==> src/rtl/bht_update_sched_if.sv <==
// Handshake bundle between the branch-resolve requesters, the scheduler and the bht update port.
interface bht_update_sched_if #(
  parameter int unsigned VLEN = 64
);
  logic [1:0]           req_valid_i;
  logic [1:0][VLEN-1:0] req_pc_i;
  logic [1:0]           req_taken_i;
  logic [1:0]           req_ready_o;
  logic                 bht_ready_i;
  logic                 bht_valid_o;
  logic [VLEN-1:0]      bht_pc_o;
  logic                 bht_taken_o;

  modport master (
    output req_valid_i, req_pc_i, req_taken_i, bht_ready_i,
    input  req_ready_o, bht_valid_o, bht_pc_o, bht_taken_o
  );

  modport slave (
    input  req_valid_i, req_pc_i, req_taken_i, bht_ready_i,
    output req_ready_o, bht_valid_o, bht_pc_o, bht_taken_o
  );
endinterface

==> src/rtl/bht_update_sched.sv <==
// Round-robin arbiter of two branch-resolution update sources into a small FIFO feeding the bht
// update port; drops (and counts) updates in debug mode and clears the queue on flush.
module bht_update_sched #(
  parameter int unsigned DEPTH = 4,
  parameter int unsigned VLEN  = 64,
  parameter int unsigned CNT_W = 16
) (
  input  logic                     clk_i,
  input  logic                     rst_ni,
  input  logic                     flush_i,
  input  logic                     debug_mode_i,
  bht_update_sched_if.slave        bus,
  output logic [$clog2(DEPTH):0]   occupancy_o,
  output logic [CNT_W-1:0]         drop_cnt_o
);
  localparam int unsigned PTR_W = $clog2(DEPTH);
  localparam int unsigned OCC_W = PTR_W + 1;

  logic [VLEN-1:0]  pc_q [DEPTH];
  logic [DEPTH-1:0] taken_q;
  logic [PTR_W-1:0] wr_ptr_q, rd_ptr_q;
  logic [OCC_W-1:0] count_q;
  logic             rr_q;

  logic       full_c, empty_c, grant_en_c, gnt_idx_c;
  logic [1:0] gnt_c;
  logic       accept_c, enq_c, deq_c;

  // Grant selection: single valid wins outright, a tie goes to rr_q.
  always_comb begin
    full_c     = (count_q == OCC_W'(DEPTH));
    empty_c    = (count_q == '0);
    grant_en_c = rst_ni & ~flush_i & ~full_c;
    gnt_c      = '0;
    gnt_idx_c  = rr_q;
    if (grant_en_c) begin
      unique case (bus.req_valid_i)
        2'b01: begin gnt_c = 2'b01; gnt_idx_c = 1'b0; end
        2'b10: begin gnt_c = 2'b10; gnt_idx_c = 1'b1; end
        2'b11: begin gnt_c = rr_q ? 2'b10 : 2'b01; gnt_idx_c = rr_q; end
        default: begin gnt_c = '0; gnt_idx_c = rr_q; end
      endcase
    end
    accept_c = |gnt_c;
    enq_c    = accept_c & ~debug_mode_i;
    deq_c    = bus.bht_valid_o & bus.bht_ready_i & ~flush_i;
  end

  assign bus.req_ready_o = gnt_c;
  assign bus.bht_valid_o = ~empty_c & ~debug_mode_i;
  assign bus.bht_pc_o    = pc_q[rd_ptr_q];
  assign bus.bht_taken_o = taken_q[rd_ptr_q];
  assign occupancy_o     = count_q;

  always_ff @(posedge clk_i) begin
    if (!rst_ni) begin
      for (int i = 0; i < int'(DEPTH); i++) pc_q[i] <= '0;
      taken_q    <= '0;
      wr_ptr_q   <= '0;
      rd_ptr_q   <= '0;
      count_q    <= '0;
      rr_q       <= 1'b0;
      drop_cnt_o <= '0;
    end else begin
      if (accept_c) rr_q <= ~gnt_idx_c;
      if (accept_c && debug_mode_i && (drop_cnt_o != {CNT_W{1'b1}}))
        drop_cnt_o <= drop_cnt_o + CNT_W'(1);
      // Flush wins over any enqueue/dequeue in the same cycle.
      if (flush_i) begin
        wr_ptr_q <= '0;
        rd_ptr_q <= '0;
        count_q  <= '0;
      end else begin
        if (enq_c) begin
          pc_q[wr_ptr_q]    <= bus.req_pc_i[gnt_idx_c];
          taken_q[wr_ptr_q] <= bus.req_taken_i[gnt_idx_c];
          wr_ptr_q          <= wr_ptr_q + PTR_W'(1);
        end
        if (deq_c) rd_ptr_q <= rd_ptr_q + PTR_W'(1);
        unique case ({enq_c, deq_c})
          2'b10:   count_q <= count_q + OCC_W'(1);
          2'b01:   count_q <= count_q - OCC_W'(1);
          default: count_q <= count_q;
        endcase
      end
    end
  end
endmodule
==> src/flat_wrapper.sv <==
// flat-port wrapper written by rule: the top's interface ports become plain ports
module bht_update_sched_flat 
#(
  parameter int unsigned DEPTH = 4,
  parameter int unsigned VLEN  = 64,
  parameter int unsigned CNT_W = 16
)
  (clk_i, rst_ni, flush_i, debug_mode_i, occupancy_o, drop_cnt_o, bus_req_valid_i, bus_req_pc_i, bus_req_taken_i, bus_bht_ready_i, bus_req_ready_o, bus_bht_valid_o, bus_bht_pc_o, bus_bht_taken_o);
  bht_update_sched_if #(.VLEN(VLEN)) bus_i ();
  input  logic clk_i;
  input  logic rst_ni;
  input  logic flush_i;
  input  logic debug_mode_i;
  output logic [$clog2(DEPTH):0] occupancy_o;
  output logic [CNT_W-1:0] drop_cnt_o;
  input wire logic [$bits(bus_i.req_valid_i)-1:0] bus_req_valid_i;
  input wire logic [$bits(bus_i.req_pc_i)-1:0] bus_req_pc_i;
  input wire logic [$bits(bus_i.req_taken_i)-1:0] bus_req_taken_i;
  input wire logic [$bits(bus_i.bht_ready_i)-1:0] bus_bht_ready_i;
  output wire logic [$bits(bus_i.req_ready_o)-1:0] bus_req_ready_o;
  output wire logic [$bits(bus_i.bht_valid_o)-1:0] bus_bht_valid_o;
  output wire logic [$bits(bus_i.bht_pc_o)-1:0] bus_bht_pc_o;
  output wire logic [$bits(bus_i.bht_taken_o)-1:0] bus_bht_taken_o;
  assign bus_i.req_valid_i = bus_req_valid_i;
  assign bus_i.req_pc_i = bus_req_pc_i;
  assign bus_i.req_taken_i = bus_req_taken_i;
  assign bus_i.bht_ready_i = bus_bht_ready_i;
  assign bus_req_ready_o = bus_i.req_ready_o;
  assign bus_bht_valid_o = bus_i.bht_valid_o;
  assign bus_bht_pc_o = bus_i.bht_pc_o;
  assign bus_bht_taken_o = bus_i.bht_taken_o;
  bht_update_sched #(.DEPTH(DEPTH), .VLEN(VLEN), .CNT_W(CNT_W)) u_core (.clk_i(clk_i), .rst_ni(rst_ni), .flush_i(flush_i), .debug_mode_i(debug_mode_i), .bus(bus_i), .occupancy_o(occupancy_o), .drop_cnt_o(drop_cnt_o));
endmodule
==> config.mk <==
export PLATFORM = sky130hd
export DESIGN_NAME = bht_update_sched_flat
export DESIGN_NICKNAME = d
export VERILOG_FILES = /design/src/rtl/bht_update_sched_if.sv /design/src/rtl/bht_update_sched.sv /design/src/flat_wrapper.sv
export SDC_FILE = /design/constraint.sdc
export NUM_CORES = 1
export LEC_CHECK = 0
export ABC_AREA = 1
export CORE_ASPECT_RATIO = 0.7
export CORE_MARGIN = 2
export CORE_UTILIZATION = 45
export CTS_BUF_LIST = sky130_fd_sc_hd__clkbuf_4 sky130_fd_sc_hd__clkbuf_8
export DETAILED_ROUTE_END_ITERATION = 16
export MAX_ROUTING_LAYER = met4
export PLACE_DENSITY = 0.69
export SLEW_MARGIN = 20
export SYNTH_ARGS = -nofsm -noshare
export SYNTH_HDL_FRONTEND = slang
export SYNTH_SLANG_ARGS = --single-unit
==> constraint.sdc <==
create_clock -name clk_i -period 19.5 [get_ports clk_i]
set_clock_uncertainty 0.2 [all_clocks]
set_input_delay 3.9 -clock clk_i [delete_from_list [all_inputs] [get_ports clk_i]]
set_output_delay 3.9 -clock clk_i [all_outputs]
set_load 0.01 [all_outputs]
Word-level counts from Yosys, hierarchy flattened
Memory sizes are Yosys's and may differ from the RTL's. A register that Yosys moved wholly into a read port is not among the register bits.
Index checks and enable logic that the tools add are counted.

operators by class
  add/sub/neg operators = 5
  equal/unequal tests = 7
  reduce and logical (&&, ||, !) cells = 9
  bitwise gates (word level) = 12
  muxes and demuxes = 25
  $lt $le $gt $ge = 4

operator list
  operator                                                     count
  two-way mux 64 bit                                           3
  OR reduction 64 bit                                          1
  adder 16 x 1 -> 16 bit (second input constant)               1
  inequality test 16 bit (second input constant)               1
  two-way mux 1 bit                                            11
  two-way mux 2 bit                                            5
  AND 1 bit                                                    6
  equality test 2 bit (second input constant)                  3
  less-than comparator 2 x 3 -> 1 bit (second input constant)  2
  NOT 1 bit                                                    6
  case mux 2 bit (3 select lines)                              1
  case mux 3 bit (2 select lines)                              1
  adder 2 x 1 -> 2 bit (second input constant)                 2
  bitwise mux 4 bit                                            1
  equality test 2 x 1 -> 1 bit (second input constant)         2
  OR reduction 2 bit                                           2
  adder 3 x 1 -> 3 bit (second input constant)                 1
  equality test 3 bit (second input constant)                  1
  logical AND 1 bit                                            3
  logical NOT 3 bit                                            1
  subtractor 3 x 1 -> 3 bit (second input constant)            1
  binary-select mux 1 bit (select 2 bit)                       1
  demux 1 bit (select 2 bit)                                   1
  >= comparator 2 x 1 -> 1 bit (second input constant)         1
  other kinds (4)                                              4

word-level totals
  output and inout bits = 87
  memories kept = 1
  logic and storage cells = 69
  bits in registers = 28
  bits in writable memories = 256

memory list
  name         words  bits a word  read ports  clocked after memory_dff  write ports  line                    RTL
  u_core.pc_q  4      64           1           1                         4            bht_update_sched.sv:19  logic [VLEN-1:0] pc_q [DEPTH];

Depth between registers and ports, before layout
Gate-level depths: netlist (run 1).

  depth after elaboration = 12
  depth in mapped cells = 14
  gate-level depth less buffers = 13

Least setup slack after synthesis (run 1)
Ideal clock, no wire load.

  kind = input to register
  start point = input port bus_req_valid_i[0]
  end point = memory u_core.pc_q[3][0] (enable)
  setup slack = 9.267 ns
  library setup time = 0.581 ns
  stages on the path = 8
  arrival time = 9.452 ns
  path buffers = 1
  data required time = 18.719 ns
  cell sequence = ha_1 > nand2_1 > a21oi_1 > nand2_1 > nand2_4 > nand2_4 > buf_2 > o31ai_1

RTL lines
  what         line                    RTL
  from (decl)  flat_wrapper.sv:16      input wire logic [$bits(bus_i.req_valid_i)-1:0] bus_req_valid_i;
  to (decl)    bht_update_sched.sv:19

Worst setup path in the final report (run 1)
  start point = input port rst_ni
  end point = output port bus_req_ready_o[1]

on the way
  longest elaborated chain between the ends = 3

ends and longest elaborated chain
  what                    line                    RTL
  from (decl)             flat_wrapper.sv:11      input logic rst_ni;
  AND 1 bit (2 in a row)  bht_update_sched.sv:33  grant_en_c = rst_ni & ~flush_i & ~full_c;
  two-way mux 2 bit       bht_update_sched.sv:36  if (grant_en_c) begin
  to (decl)               flat_wrapper.sv:20      output wire logic [$bits(bus_i.req_ready_o)-1:0] bus_req_ready_o;

No other way between the ends.

==> impl_metrics.yaml, run 1 <==
synthesis:
  yosys_warnings: 0
  synthCells: 1333
  synth-compound-area-share: 0.133
  synthArstFlopShare: 0
  synth_fa_ha_area_frac: 0.00900
  yosysTopAreaCellShare: 0.576
  ys.flop_type: "edfxtp_1"
  synth-seq-cells: 286
  synth_nets: 1479
  syn_area_mm2: 0.0134
  synth_most_common_cell: "nor2_1"
  synth_top_area_cell: "edfxtp_1"
  synth.distinct_cells: 32
  synth-edff-count: 256
  yosys.area_share.xor_xnor: 0.00262
  synth_common_cells: "nor2_1 (413), edfxtp_1 (256), o21ai_0 (152)"
  synth_top_family_by_area: "simple AND/OR/NAND/NOR gates"
  synth_mux_area_frac: 0
  synth_simple_gate_area_frac: 0.192
  yosysSeqAreaShare: 0.621
  synth_area_leaders: "edfxtp_1 (58%), nor2_1 (12%), o21ai_0 (5.7%), dfxtp_1 (4.5%), o21ai_2 (3.3%)"
  avgSynthCellArea_um2: 10.0
worst_hold_path:
  holdPathEnd: "u_core.taken_q[3]$_SDFFE_PN0P_"
  hp-start: "u_core.taken_q[3]$_SDFFE_PN0P_"
  worstHoldPathCells: 4
  hold_class: "flip-flop to flip-flop"
clock_network:
  clock-root-buffer: "clkbuf_8"
  postCtsSetupBuffers: 0
  tritoncts: "built"
  numCtsBuffers: 44
  clk_pin_slew_ps: 60
  postCtsHoldBufs: 0
  cts_buffer_depth: 3
  clock-sinks: 286
  post_cts_resized: 0
  htree_num_levels: 2
  insertion_delay_ps: 530
sta:
  max_slew.worst_pin.slew_ps: 1140
  setup_viol: 0
  final-hold-violation-count: 0
  tns_ps: 0
  fin_crit_sh: 0.519
  fmax_mhz: 98.9
  finalMaxSlewViolations: 0
  rsz0062_at_grt: "no"
  relSlewSlack: 0.240
  fin_crit_ps: 10120
final_layout:
  finalNetCount: 1668
  diodes: 0
  layout-drive-gt1-share: 0.136
  stdcell_area_mm2: 0.0166
  syn2layout_area_growth_pct: 24.2
setup_path:
  path_cells: "clkdlybuf4s50_1 > nand2_2 > a21oi_2 > nand2_1 > inv_1 > clkdlybuf4s50_1"
  cp_data_required_time_ps: 15400
  reg2reg_to: "u_core.pc_q[3][3]$_DFFE_PP_"
  r2r-start: "u_core.occupancy_o[1]$_SDFFE_PP0P_"
  cpLargestDelayFamily: "buffers and inverters"
  critPathMaxStageDelay_ps: 960
  crit_arrival_ps: 6020
  critPathLaunch: "rst_ni"
  end_kind: "output pin"
  r2r_setup_slack_ps: 15720
  cp_slowest_cell: "clkdlybuf4s50_1"
  crit_fanout: 11
  path_class: "input port to output pin"
  startpoint_type: "input port"
  crit_top_cell: "clkdlybuf4s50_1"
  cp_num_buf_inv: 3
  worstRegToRegCells: 8
power_and_ir_drop:
  power_mw: 1.33
  swShare: 0.236
  p_int_mw: 1.01
  ir_worst_vdd_v: 0.0000369
  seqPwrFrac: 0.528
  powerDensity_mw_per_mm2: 80.0
  power.leakage_nw: 6.04
  power.switching_uw: 313
  comb_power_share: 0.111
  clkPwrFrac: 0.361
drt:
  vias: 10400
  routed_wl_mm: 35.1
  dr.pass1.iters: 5
  avgRoutedWirePerCell_um: 18.1
  vias_per_cell: 5.39
  ant_nets: 0
  drc: 0
  drtIter0Drc: 804
floorplanning:
  boundaryPins: 224
  start_util: 0.460
  coreArea_mm2: 0.0290
  dieArea_mm2: 0.0311
  dieWidth_um: 210
  dieHeight_um: 148
  rows: 52
flow_run:
  maxCapViolations: 0
grt:
  grt_pass1_vias: 10100
  track_usage: 0.230
  antenna_found_initial: 1
  grt_pass1_wl_mm: 54.6
  grt_overflow: 0
  grt_max_degree: 109
place:
  dp_hpwl_mm: 19.6
  dpl_cell_area_mm2: 0.0157
  gp_congestion: 0.862
  io_buffers: 223
outcome:
  status: "finished clean"
-- how the worst max path moves through the flow --
stage | slack [ps] | endpoint | cells after the start
after floorplan | 9270 | u_core.pc_q[3][0]$_DFFE_PP_ | 8
after detailed placement | 9470 | bus_req_ready_o[0] | 6
after global routing | 9290 | bus_req_ready_o[0] | 6
final | 9380 | bus_req_ready_o[1] | 6
after global placement | 9520 | bus_req_ready_o[0] | 6
after CTS | 9470 | bus_req_ready_o[0] | 6
-- placed cells by master (no fill, tap or decap), drive strengths merged, types with 2 or more instances in the layout --
master,count
clkinv,12
nand4,11
nor2,416
clkdlybuf4s50,223
or2,64
nand3b,2
buf,7
o22ai,64
a21oi,31
inv,35
ha,8
dfxtp,30
edfxtp,256
nand3,25
o21ai,203
nand2,92
xor2,4
clkbuf,68
-- power groups by stage --
stage / registers, mW / clock network [mW] / logic, mW
after floorplan: 0.713 / 0 / 0.0745
after global placement: 0.713 / 0 / 0.147
after detailed placement: 0.714 / 0 / 0.149
after CTS: 0.701 / 0.488 / 0.149
after global routing: 0.703 / 0.511 / 0.161
final: 0.701 / 0.479 / 0.148
-- per-stage QoR --
stage | cells | setup WS [ps] | util | hold slack (ps)
2_1_floorplan | 1333 | 9270 | - | 289
3_3_place_gp | 1854 | 9520 | 0.543 | 313
3_5_place_dp | 1854 | 9470 | 0.543 | 306
4_1_cts | 1932 | 9470 | 0.571 | 315
5_1_grt | 1932 | 9290 | 0.572 | 353
6_report | 1932 | 9380 | 0.572 | 318
-- cells by family (layout without fill, tap and decap cells) --
logic type | after synthesis | in the layout
AND/OR/NAND/NOR | 611 | 611
AO/OA/AOI/OAI | 299 | 299
flip-flops | 286 | 286
buffers and inverters | 124 | 345
adder cells (fa/ha/maj) | 9 | 9
XOR/XNOR | 4 | 4
-- flip-flops by register name, indices dropped and copies added (netlist names), named ones only --
register / flops
u_core.pc_q: 256
u_core.rr_q: 1
u_core.drop_cnt_o: 16
u_core.occupancy_o: 3
u_core.taken_q: 4
u_core.rd_ptr_q: 2
u_core.wr_ptr_q: 2
-- worst register-to-register path: cells and delay by family, from the launching register on --
family | cells | cell delay [ps]
AND/OR/NAND/NOR | 4 | 760
buffers and inverters | 2 | 1350
AO/OA/AOI/OAI | 2 | 790
flip-flops | 1 | 380
-- final cells by class --
class                           count  area (um2)
Clock inverter                     10        37.5
Fill cell                        2529       12400
Clock buffer                       68         792
Tap cell                          378         473
Inverter                           37         144
Timing Repair Buffer              230        2280
Multi-Input combinational cell    923        4560
Sequential cell                   286        8290
-- per-layer routing --
metal	vias up	share of wire	GRT usage	routed length, um
met3	49	0.070	0.0384	2460
met4	0	0.016	0.0528	551
met1	5008	0.46	0.322	16000
met2	381	0.46	0.355	16000
met5	-	0	-	0
li1	4978	-	-	-
Power figures use the tool's default switching activity.
==> run 2: changes to the inputs <==
Settings changed: PLACE_DENSITY 0.69 to 0.72.
Clock period 19.5 ns to 8.7 ns, I/O delays scaled along.
==> run 2 against run 1 <==
Net effect:
- combinational power increased by 130%
- worst setup slack got worse by 6400 ps
- register-to-register slack got worse by 11000 ps
- first-iteration DRC count increased by 31%
- power increased by 130%
- die area unchanged
- clock power increased by 130%
- global-route usage increased by 0.25 points
- largest cell class unchanged
==> impl_metrics.yaml, run 2 (synthesis results as in run 1) <==
final_layout:
  diodes: 0
  final_cell_mix: "nor2_1 (413), edfxtp_1 (256), clkdlybuf4s50_1 (223), o21ai_0 (152), nand2_1 (83)"
  largest_register: "u_core.pc_q"
  stdcell_count: 1937
  fillers: 2487
  layout-drive-gt1-share: 0.140
  syn2layout_area_growth_pct: 24.6
  multi_input_area_mm2: 0.00455
  reg_top3: "u_core.pc_q (256), u_core.drop_cnt_o (16), u_core.taken_q (4)"
  seq_area_mm2: 0.00829
  largest_reg_flops: 256
  final_common_cell: "nor2_1"
  finalNetCount: 1671
grt:
  grt_overflow: 0
  track_usage: 0.232
  grt_pass1_vias: 10200
  grt_pass1_wl_mm: 55.1
  grt_max_degree: 88
  antenna_found_initial: 0
place:
  gp_congestion: 0.871
  io_buffers: 223
  dp.cells: 1856
  dp_hpwl_mm: 21.0
  place_ws_ps: 2610
power_and_ir_drop:
  powerDensity_mw_per_mm2: 182
  power.switching_uw: 725
  comb_power_share: 0.110
  seqPwrFrac: 0.520
  power.leakage_nw: 6.06
  ir_worst_vdd_v: 0.0000991
  swShare: 0.240
  power_mw: 3.02
  clkPwrFrac: 0.370
  p_int_mw: 2.30
floorplanning:
  dieArea_mm2: 0.0311
  boundaryPins: 224
  dieWidth_um: 210
  coreArea_mm2: 0.0290
  rows: 52
  dieHeight_um: 148
  start_util: 0.460
drt:
  vias: 10500
  dr.pass1.iters: 5
  vias_per_cell: 5.41
  drc: 0
  avgRoutedWirePerCell_um: 18.4
  drtIter0Drc: 1050
  ant_nets: 0
  routed_wl_mm: 35.6
setup_path:
  r2r_setup_slack_ps: 4910
  startpoint_type: "input port"
  r2r-start: "u_core.occupancy_o[0]$_SDFFE_PP0P_"
  reg2reg_to: "u_core.pc_q[1][24]$_SDFFCE_PN0P_"
  worstRegToRegCells: 9
  end_kind: "output pin"
  critPathLaunch: "rst_ni"
  path_class: "input port to output pin"
  crit_arrival_ps: 3800
  crit_fanout: 11
  cp_data_required_time_ps: 6760
sta:
  setup_viol: 0
  final-hold-violation-count: 0
  fin_crit_ps: 5740
  fin_crit_sh: 0.660
  fmax_mhz: 174
  tns_ps: 0
  relSlewSlack: 0.273
  fin_ws_ps: 2960
  max_slew.worst_pin.slew_ps: 1090
  finalMaxSlewViolations: 0
  rsz0062_at_grt: "no"
worst_hold_path:
  hold_class: "flip-flop to flip-flop"
  worstHoldPathCells: 4
  hp-start: "u_core.taken_q[1]$_SDFFE_PN0P_"
  holdPathEnd: "u_core.taken_q[1]$_SDFFE_PN0P_"
clock_network:
  clk_pin_slew_ps: 60
  postCtsSetupBuffers: 0
  post_cts_resized: 0
  numCtsBuffers: 45
  cts_buffer_depth: 3
  clock-sinks: 286
  htree_num_levels: 2
  insertion_delay_ps: 550
  tritoncts: "built"
  clock-root-buffer: "clkbuf_8"
  postCtsHoldBufs: 0
outcome:
  status: "finished clean"
flow_run:
  maxCapViolations: 0
## run 2: area by class of cell
cell class / instances / area share
Sequential cell: 286 / 0.499
Timing Repair Buffer: 232 / 0.138
Clock buffer: 63 / 0.0461
Multi-Input combinational cell: 923 / 0.273
Clock inverter: 18 / 0.00677
Tap cell: 378 / 0.0284
Inverter: 37 / 0.00850
## run 2: how the worst max path moves through the flow
stage | end | cells after the start | slack, ps
6_report | bus_req_ready_o[1] | 6 | 2960
2_1_floorplan | u_core.pc_q[3][0]$_DFFE_PP_ | 8 | 630
3_3_place_gp | u_core.pc_q[1][35]$_SDFFCE_PN0P_ | 10 | 2660
5_1_grt | bus_req_ready_o[0] | 6 | 2790
3_5_place_dp | u_core.pc_q[1][36]$_SDFFCE_PN0P_ | 10 | 2610
4_1_cts | bus_req_ready_o[1] | 6 | 2980
## run 2: metal layers
layer	track usage	share of wire	vias to the layer above
met1	0.334	0.45	4949
met5	-	0	-
li1	-	-	4985
met3	0.0386	0.083	55
met4	0.0702	0.022	0
met2	0.340	0.44	491
## run 2: power by group through the flow
stage          sequential, mW  clock, mW  combinational, mW
2_1_floorplan            1.60          0              0.167
3_3_place_gp             1.60          0              0.331
3_5_place_dp             1.60          0              0.336
4_1_cts                  1.57       1.13              0.338
5_1_grt                  1.58       1.19              0.362
6_report                 1.57       1.12              0.334
## run 2: critical path, stage by stage
cell and delay [ps]:
clkdlybuf4s50_1 920, nand2_2 180, a21oi_2 210, nand2_1 140, inv_1 70, clkdlybuf4s50_1 530
## run 2: metrics by stage
| step | utilization | hold slack, ps | cell area (um2) |
|---|---|---|---|
| floorplan | - | 289 | 13400 |
| global placement | 0.543 | 306 | 15800 |
| detailed placement | 0.543 | 316 | 15800 |
| CTS | 0.573 | 325 | 16600 |
| global route | 0.573 | 352 | 16600 |
| finish | 0.573 | 326 | 16600 |
==> run 3: changes to the inputs <==
Settings changed: PLACE_DENSITY 0.72 to 0.69.
Clock period 8.7 ns to 6 ns, I/O delays scaled along.
==> run 3 against run 2 <==
Net effect:
- clock power up 43%
- core utilization rose by 0.15 points
- non-clock buffer count rose by 6
- critical path depth is 1 lower
- die area is the same
- via count down 0.73%
- power up 44%
- flip-flop and latch count is the same
- global-route usage increased by 0.25 points
- worst setup slack lost 1600 ps
==> impl_metrics.yaml, run 3 (synthesis results as in run 1) <==
outcome:
  status: "finished clean"
grt:
  busiest_layer: "met2"
  grt_pass1_wl_mm: 55.7
  grt_max_degree: 78
  antenna_found_initial: 0
  grt_overflow: 0
  grt_pass1_vias: 10100
  track_usage: 0.235
  grtUsageMet1: 0.326
  grtUsageMet2: 0.365
  use_met3: 0.0431
final_layout:
  final_common_cell: "nor2_1"
  diodes: 0
  largest_register: "u_core.pc_q"
  stdcell_area_mm2: 0.0167
  reg_top3: "u_core.pc_q (256), u_core.drop_cnt_o (16), u_core.taken_q (4)"
  final_cell_mix: "nor2_1 (413), edfxtp_1 (256), clkdlybuf4s50_1 (223), o21ai_0 (152), nand2_1 (83)"
  largest_reg_flops: 256
  syn2layout_area_growth_pct: 24.9
  layout-drive-gt1-share: 0.139
  finalNetCount: 1676
sta:
  max_slew.worst_pin.slew_ps: 1050
  tns_ps: 0
  fin_crit_sh: 0.776
  setup_viol: 0
  rsz0062_at_grt: "no"
  relSlewSlack: 0.299
  final-hold-violation-count: 0
  fin_crit_ps: 4650
  finalMaxSlewViolations: 0
  fmax_mhz: 215
floorplanning:
  start_util: 0.460
  dieWidth_um: 210
  boundaryPins: 224
  dieHeight_um: 148
  coreArea_mm2: 0.0290
  dieArea_mm2: 0.0311
  rows: 52
power_and_ir_drop:
  swShare: 0.241
  p_int_mw: 3.31
  clkPwrFrac: 0.366
  power.leakage_nw: 6.08
  seqPwrFrac: 0.523
  comb_power_share: 0.111
  power_mw: 4.36
  power.switching_mw: 1.05
  powerDensity_mw_per_mm2: 261
  ir_worst_vdd_v: 0.000150
setup_path:
  r2r-start: "u_core.occupancy_o[1]$_SDFFE_PP0P_"
  cp_slowest_cell: "inv_4"
  path_cells: "inv_4 > buf_4 > nor2_1 > o22ai_1 > clkdlybuf4s50_1"
  cp_num_buf_inv: 3
  cpLargestDelayFamily: "buffers and inverters"
  cp_data_required_time_ps: 4600
  crit_fanout: 77
  end_kind: "output pin"
  r2r_setup_slack_ps: 3160
  critPathMaxStageDelay_ps: 690
  path_class: "flip-flop to output pin"
  startpoint_type: "flip-flop"
  worstRegToRegCells: 8
  reg2reg_to: "u_core.pc_q[0][53]$_SDFFCE_PN0P_"
  crit_arrival_ps: 3250
clock_network:
  htree_num_levels: 2
  postCtsHoldBufs: 0
  clock-root-buffer: "clkbuf_8"
  clk_pin_slew_ps: 60
  clock-sinks: 286
  tritoncts: "built"
  postCtsSetupBuffers: 0
  cts_buffer_depth: 3
  numCtsBuffers: 44
  insertion_delay_ps: 530
  post_cts_resized: 0
place:
  io_buffers: 223
  dp_hpwl_mm: 20.7
  gp_congestion: 0.886
  dpl_cell_area_mm2: 0.0158
worst_hold_path:
  worstHoldPathCells: 4
  hold_class: "flip-flop to flip-flop"
  holdPathEnd: "u_core.taken_q[3]$_SDFFE_PN0P_"
  hp-start: "u_core.taken_q[3]$_SDFFE_PN0P_"
drt:
  ant_nets: 0
  vias_per_cell: 5.36
  drtIter0Drc: 752
  routed_wl_mm: 35.7
  avgRoutedWirePerCell_um: 18.4
  vias: 10400
  dr.pass1.iters: 5
  drc: 0
flow_run:
  maxCapViolations: 0
## run 3: worst max path at each step
stage | from | end | slack, ps | cells past startpoint
after floorplan | bus_req_valid_i[0] | u_core.pc_q[3][0]$_DFFE_PP_ | 480 | 8
after global placement | rst_ni | bus_req_ready_o[0] | 1400 | 6
after detailed placement | rst_ni | u_core.pc_q[0][34]$_SDFFCE_PN0P_ | 1350 | 9
after CTS | flip-flop | bus_bht_pc_o[2] | 1320 | 5
after global routing | flip-flop | bus_bht_pc_o[43] | 1120 | 5
final | flip-flop | bus_bht_pc_o[2] | 1350 | 5
## run 3: power by group through the flow
stage	Clock [mW]	Combinational [mW]	Sequential, mW
finish	1.60	0.483	2.28
global route	1.71	0.525	2.28
CTS	1.62	0.489	2.28
detailed placement	0	0.487	2.32
global placement	0	0.482	2.32
floorplan	0	0.242	2.32
## run 3: metrics by stage
stage	worst slack [ps]	hold slack [ps]	utilization	instances
finish	1350	329	0.575	1941
global route	1120	367	0.575	1941
CTS	1320	329	0.575	1941
detailed placement	1350	316	0.545	1862
global placement	1400	311	0.545	1862
floorplan	479	289	-	1333
## run 3: routing by layer
layer	up-vias	share of wire	wire length [um]
met5	-	0	0
met4	0	0.015	533
met3	58	0.076	2710
met2	419	0.45	16100
met1	4933	0.46	16300
li1	4994	-	-
## run 3: cell type report
class                      count  area [um2]
clock buffer                  61         783
clock inverter                18        78.8
fill                        2574       12300
inverter                      37         143
multi-input combinational    923        4550
sequential                   286        8290
tap                          378         473
timing repair buffer         238        2360
## run 3: worst reg2reg max path: stages (launching register included)
cell and delay [ps]:
dfxtp_1 400, nor2_1 110, a21oi_2 210, nand2_1 150, nand2_4 150, nand2_4 170, nor2_2 190, nand2_2 90
nand2_4 760
